[src/rtl/mem_access_unit.sv]
// Sub-word load/store sequencer between the CPU memory stage and a word-wide data memory.
// Byte/half/word loads are lane-extracted with sign or zero extension; sub-word stores are
// performed as read-modify-write; misaligned or illegal-size requests raise a one-cycle
// error pulse without touching memory.
//
// Ports:
//   clk, reset        clock, synchronous active-high reset
//   req_*             request (valid, write, size, signed, byte address, store data)
//   stall             hold the pipeline while a request is in flight
//   done, misaligned  one-cycle completion / error pulse (mutually exclusive)
//   load_data         registered load result
//   mem_*             word-wide memory port (index addressing, combinational read data)
module mem_access_unit #(
  parameter int unsigned ADDR_BITS = 6
) (
  input  logic        clk,
  input  logic        reset,
  input  logic        req_valid,
  input  logic        req_write,
  input  logic [1:0]  req_size,
  input  logic        req_signed,
  input  logic [31:0] req_addr,
  input  logic [31:0] req_wdata,
  output logic        stall,
  output logic        done,
  output logic        misaligned,
  output logic [31:0] load_data,
  output logic [31:0] mem_addr,
  output logic [31:0] mem_wdata,
  output logic        mem_write,
  output logic        mem_read,
  input  logic [31:0] mem_rdata
);

  localparam int unsigned LatchBits = ADDR_BITS + 2;

  typedef enum logic [1:0] {StIdle, StRd, StWr, StFin} state_e;

  state_e                 state_q, state_d;
  logic                   write_q, write_d;
  logic [1:0]             size_q, size_d;
  logic                   signed_q, signed_d;
  logic [LatchBits-1:0]   addr_q, addr_d;
  logic [31:0]            wdata_q, wdata_d;
  logic                   err_q, err_d;
  logic [31:0]            merge_q, merge_d;
  logic [31:0]            load_data_q, load_data_d;

  logic                   req_misaligned;
  logic [7:0]             lane_b;
  logic [15:0]            lane_h;
  logic [31:0]            extracted;
  logic [31:0]            merged;
  logic [31:0]            word_idx;

  // Address bits above the memory window alias and are deliberately dropped.
  logic unused_addr_hi;
  assign unused_addr_hi = ^req_addr[31:LatchBits];

  assign req_misaligned = (req_size == 2'b11) ||
                          ((req_size == 2'b01) && req_addr[0]) ||
                          ((req_size == 2'b10) && (req_addr[1:0] != 2'b00));

  assign word_idx = {{(32 - ADDR_BITS){1'b0}}, addr_q[ADDR_BITS+1:2]};

  // Little-endian lanes selected by the latched address.
  assign lane_b = mem_rdata[{addr_q[1:0], 3'b000} +: 8];
  assign lane_h = mem_rdata[{addr_q[1], 4'b0000} +: 16];

  always_comb begin
    extracted = mem_rdata;
    case (size_q)
      2'b00:   extracted = {{24{signed_q & lane_b[7]}}, lane_b};
      2'b01:   extracted = {{16{signed_q & lane_h[15]}}, lane_h};
      default: extracted = mem_rdata;
    endcase
  end

  // Read word with the target lane replaced by the low store-data bits.
  always_comb begin
    merged = mem_rdata;
    if (size_q == 2'b00) begin
      merged[{addr_q[1:0], 3'b000} +: 8] = wdata_q[7:0];
    end else begin
      merged[{addr_q[1], 4'b0000} +: 16] = wdata_q[15:0];
    end
  end

  // Next-state and datapath register updates.
  always_comb begin
    state_d     = state_q;
    write_d     = write_q;
    size_d      = size_q;
    signed_d    = signed_q;
    addr_d      = addr_q;
    wdata_d     = wdata_q;
    err_d       = err_q;
    merge_d     = merge_q;
    load_data_d = load_data_q;
    case (state_q)
      StIdle: begin
        if (req_valid) begin
          write_d  = req_write;
          size_d   = req_size;
          signed_d = req_signed;
          addr_d   = req_addr[LatchBits-1:0];
          wdata_d  = req_wdata;
          err_d    = req_misaligned;
          if (req_misaligned) begin
            state_d = StFin;
          end else if (!req_write) begin
            state_d = StRd;
          end else if (req_size == 2'b10) begin
            state_d = StWr;
          end else begin
            state_d = StRd;
          end
        end
      end
      StRd: begin
        if (write_q) begin
          merge_d = merged;
          state_d = StWr;
        end else begin
          load_data_d = extracted;
          state_d     = StFin;
        end
      end
      StWr:    state_d = StFin;
      StFin:   state_d = StIdle;
      default: state_d = StIdle;
    endcase
  end

  // Outputs decoded from the current state; memory strobes are masked by reset.
  always_comb begin
    stall      = 1'b0;
    done       = 1'b0;
    misaligned = 1'b0;
    mem_read   = 1'b0;
    mem_write  = 1'b0;
    mem_addr   = '0;
    mem_wdata  = '0;
    unique case (state_q)
      StIdle: stall = req_valid;
      StRd: begin
        stall    = 1'b1;
        mem_read = !reset;
        mem_addr = word_idx;
      end
      StWr: begin
        stall     = 1'b1;
        mem_write = !reset;
        mem_addr  = word_idx;
        mem_wdata = (size_q == 2'b10) ? wdata_q : merge_q;
      end
      StFin: begin
        done       = !err_q;
        misaligned = err_q;
      end
      default: ;
    endcase
  end

  assign load_data = load_data_q;

  always_ff @(posedge clk) begin
    if (reset) begin
      state_q     <= StIdle;
      write_q     <= 1'b0;
      size_q      <= 2'b00;
      signed_q    <= 1'b0;
      addr_q      <= '0;
      wdata_q     <= '0;
      err_q       <= 1'b0;
      merge_q     <= '0;
      load_data_q <= '0;
    end else begin
      state_q     <= state_d;
      write_q     <= write_d;
      size_q      <= size_d;
      signed_q    <= signed_d;
      addr_q      <= addr_d;
      wdata_q     <= wdata_d;
      err_q       <= err_d;
      merge_q     <= merge_d;
      load_data_q <= load_data_d;
    end
  end

endmodule

[config.mk]
export PLATFORM = sky130hd
export DESIGN_NAME = mem_access_unit
export DESIGN_NICKNAME = d
export VERILOG_FILES = /design/src/rtl/mem_access_unit.sv
export SDC_FILE = /design/constraint.sdc
export NUM_CORES = 1
export LEC_CHECK = 0
export ABC_AREA = 0
export BUFFER_PORTS_ARGS = -buffer_cell sky130_fd_sc_hd__buf_2
export CORE_MARGIN = 2
export CORE_UTILIZATION = 51
export DETAILED_ROUTE_END_ITERATION = 6
export GPL_ROUTABILITY_DRIVEN = 0
export PLACE_DENSITY = 0.81
export SYNTH_ARGS = -nofsm -noshare
export SYNTH_HDL_FRONTEND = slang
export SYNTH_SLANG_ARGS = --single-unit
[constraint.sdc]
create_clock -name clk -period 2.9 [get_ports clk]
set_clock_uncertainty 0.05 [all_clocks]
set_input_delay 0.58 -clock clk [delete_from_list [all_inputs] [get_ports clk]]
set_output_delay 0.58 -clock clk [all_outputs]
set_load 0.05 [all_outputs]
==> reports/metrics.yaml <==
clocking:
  cts_max_path_buffers: 2
  cts_tree: "built"
  cts_max_level: 3
  cts_resized: 0
  cts_inserted_buffers: 9
  clock_latency_ns: 0.36
  cts_post_setup_buffers_inserted: 0
  root_buffer: "clkbuf_16"
  clkSlewWorstSetupHoldPaths_ns: 0.07
  clock-sinks: 111
  hold_buffers: 0
critical_path:
  crit_end: "mem_wdata[13]"
  cp_num_cells: 5
  required_ns: 2.27
  crit_type: "flop to primary output"
  r2r_setup_slack_ns: 0.44
  reg2reg_from: "addr_q[1]$_SDFFE_PP0P_"
  rr_worst_depth: 6
  slowest_delay_ns: 0.61
  slowest_stage: "dfxtp_1"
  path_delay_family: "buffers and inverters"
  crit_chain: "nor2b_2 > buf_4 > nand2_1 > a21boi_1 > buf_2"
  startpoint: "size_q[1]$_SDFFE_PP0P_"
  arrival_ns: 2.13
  cp-start-kind: "flop"
  r2r-end: "merge_q[10]$_SDFFE_PP0P_"
  critical_path_buf_inv_count: 2
  cp_max_fo: 32
  cp-end-kind: "primary output"
pwr:
  net-switching-power_mw: 2.96
  comb_power_share_pct: 46.0
  power_density_nw_per_um2: 899
  p_leak_nw: 2.81
  ir_worst_vdd_mv: 0.754
  switching_share_pct: 45.7
  power.internal_mw: 3.52
  power_frac_seq_pct: 32.9
  power_frac_clock_pct: 21.0
routing:
  dr.pass1.iters: 5
  wl_mm: 18.1
  num_vias: 6130
  wire_per_inst_um: 17.2
  drtIter0Drc: 551
  ant_nets: 0
  routed_via_density: 5.83
  drc_errors: 0
yosys:
  syn_area_um2: 6140
  syn_inst: 780
  synth_flop_cell: "dfxtp_1"
  synth_top_cell_by_area: "dfxtp_1"
  syn_area_per_cell_um2: 7.87
  synth.top_cell.area_share_pct: 36.2
  async_reset_ff_share_pct: 0
  synth_common_cells: "nand2_1, dfxtp_1, a21oi_1"
  ys_warn_count: 0
  yosys-top-cells-area: "dfxtp_1, nand2_1, a21oi_1, mux2i_1, a221oi_1"
  yosysMostFrequentCell: "nand2_1"
  synth-edff-count: 0
  synth.distinct_cells: 46
  ys_seq_area_share_pct: 36.2
  ys_ff_latch: 111
timing:
  tns_ns: 0
  hold_violations: 0
  setup_viol: 0
  post-route-period-util_pct: 95.2
  period_minus_slack_ns: 2.76
  tightest_slew_ns: 0.827
  finalMaxSlewViolations: 0
  achievable-frequency_mhz: 362
  rsz0062_at_grt: "no"
  slew_headroom_pct: 44.7
floorplan:
  die_w_um: 114
  pin_count: 204
  dieArea_um2: 12900
  coreArea_um2: 11900
  core.rowCount: 40
  dieHeight_um: 114
  start_util_pct: 51.8
global_route:
  use_met2_pct: 44.5
  grt_overflow: 0
  grt_pass1_vias: 5545
  grtUsageMet1_pct: 36.3
  grt_busiest_layer: "met2"
  grtUsageMet3_pct: 6.85
  grt.total_usage_pct: 27.7
  antenna_found_initial: 0
  grt_pass1_wl_mm: 28.3
  grt_max_degree: 47
cells_and_area:
  drive_gt1_share_pct: 23.8
  fin_nets: 1015
  multi_input_area_um2: 3530
  diodes: 0
  register_area_um2: 2220
  final_core_util_pct: 60.8
  area_delta_synth_final_pct: 17.5
  num-fill-cells: 1107
placed_design:
  port_buffers: 153
  hpwl_mm: 12.9
hold_path:
  worstHoldStart: "req_wdata[26]"
  hold_depth: 3
  hp-class: "input port to flop"
outcome:
  outcome: "complete, no violations"
job:
  drv_cap: 0
-- worst reg2reg max path: stages, from the launching register on --
cell and delay [ns]:
dfxtp_2 0.51, inv_1 0.18, ha_1 0.49, nand2_1 0.19, nor4_4 0.38, a221oi_1 0.16
a2111oi_1 0.39
-- logic make-up after synthesis --
group | Yosys count | synth area share (%)
and+or+nand+nor | 315 | 23.0
buffers and inverters | 97 | 7.99
muxes | 33 | 5.52
AOI/OAI and AO/OA | 212 | 25.0
adders and majority gates | 11 | 2.24
other | 1 | 0.0611
DFF | 111 | 36.2
-- registers in the layout (all words and copies together) (netlist names) --
name,count
load_data,32
merge_q,32
wdata_q,32
addr_q,8
size_q,2
state_q,2
err_q,1
signed_q,1
write_q,1
-- worst min path at each step --
| stage | endpoint | slack [ns] |
|---|---|---|
| after detailed placement | addr_q[4]$_SDFFE_PP0P_ | 0.39 |
| after global routing | wdata_q[8]$_SDFFE_PP0P_ | 0.41 |
| after CTS | wdata_q[5]$_SDFFE_PP0P_ | 0.39 |
| final | wdata_q[26]$_SDFFE_PP0P_ | 0.39 |
| after global placement | addr_q[4]$_SDFFE_PP0P_ | 0.39 |
| after floorplan | addr_q[2]$_SDFFE_PP0P_ | 0.38 |
-- layout make-up --
class	count	area share, %
Clock inverter	4	1.08
Multi-Input combinational cell	597	48.9
Sequential cell	111	30.8
Tap cell	147	2.55
Clock buffer	11	3.37
Timing Repair Buffer	174	12.8
Inverter	8	0.451
-- per-stage QoR --
| step | setup slack (ns) | hold slack [ns] | cell area [um^2] | power, mW | instances |
|---|---|---|---|---|---|
| finish | 0.138 | 0.395 | 7210 | 6.48 | 1052 |
| global route | 0.0197 | 0.405 | 7210 | 6.83 | 1052 |
| CTS | 0.156 | 0.395 | 7210 | 6.47 | 1052 |
| detailed placement | 0.537 | 0.392 | 6890 | 5.12 | 1037 |
| global placement | 0.610 | 0.388 | 6890 | 5.08 | 1037 |
| floorplan | 0.287 | 0.382 | 6230 | 4.44 | 805 |
-- cell usage in the layout, fill, tap and decap left out, drive strengths merged, types with 2 or more instances in the layout --
cell	Yosys	layout
nor3b	2	2
nor2	65	65
mux2	7	7
a21oi	75	75
buf	46	174
a221oi	29	29
a2111oi	24	24
nand3b	13	13
inv	7	8
a311oi	8	8
o21ai	8	8
conb	1	26
nor4b	2	2
bufinv	0	2
mux2i	26	26
a21boi	32	32
ha	11	11
nand2	181	181
nor3	18	18
nand2b	10	10
clkinv	1	2
and2	9	9
dfxtp	111	111
a211oi	28	28
nor2b	9	9
clkbuf	43	11
-- layer usage --
metal / part of all wire [%] / vias to the layer above
met1: 42 / 2856
met4: 3.3 / 0
met3: 9.6 / 48
met2: 45 / 292
met5: 0 / -
li1: - / 2934
-- power by group through the flow --
stage	registers, mW	logic [mW]	clock network, mW
after floorplan	2.69	1.75	0
after global placement	2.16	2.92	0
after detailed placement	2.17	2.96	0
after CTS	2.13	2.98	1.36
after global routing	2.17	3.23	1.42
final	2.14	2.99	1.36
No activity file was read; power rests on OpenSTA's default activity.
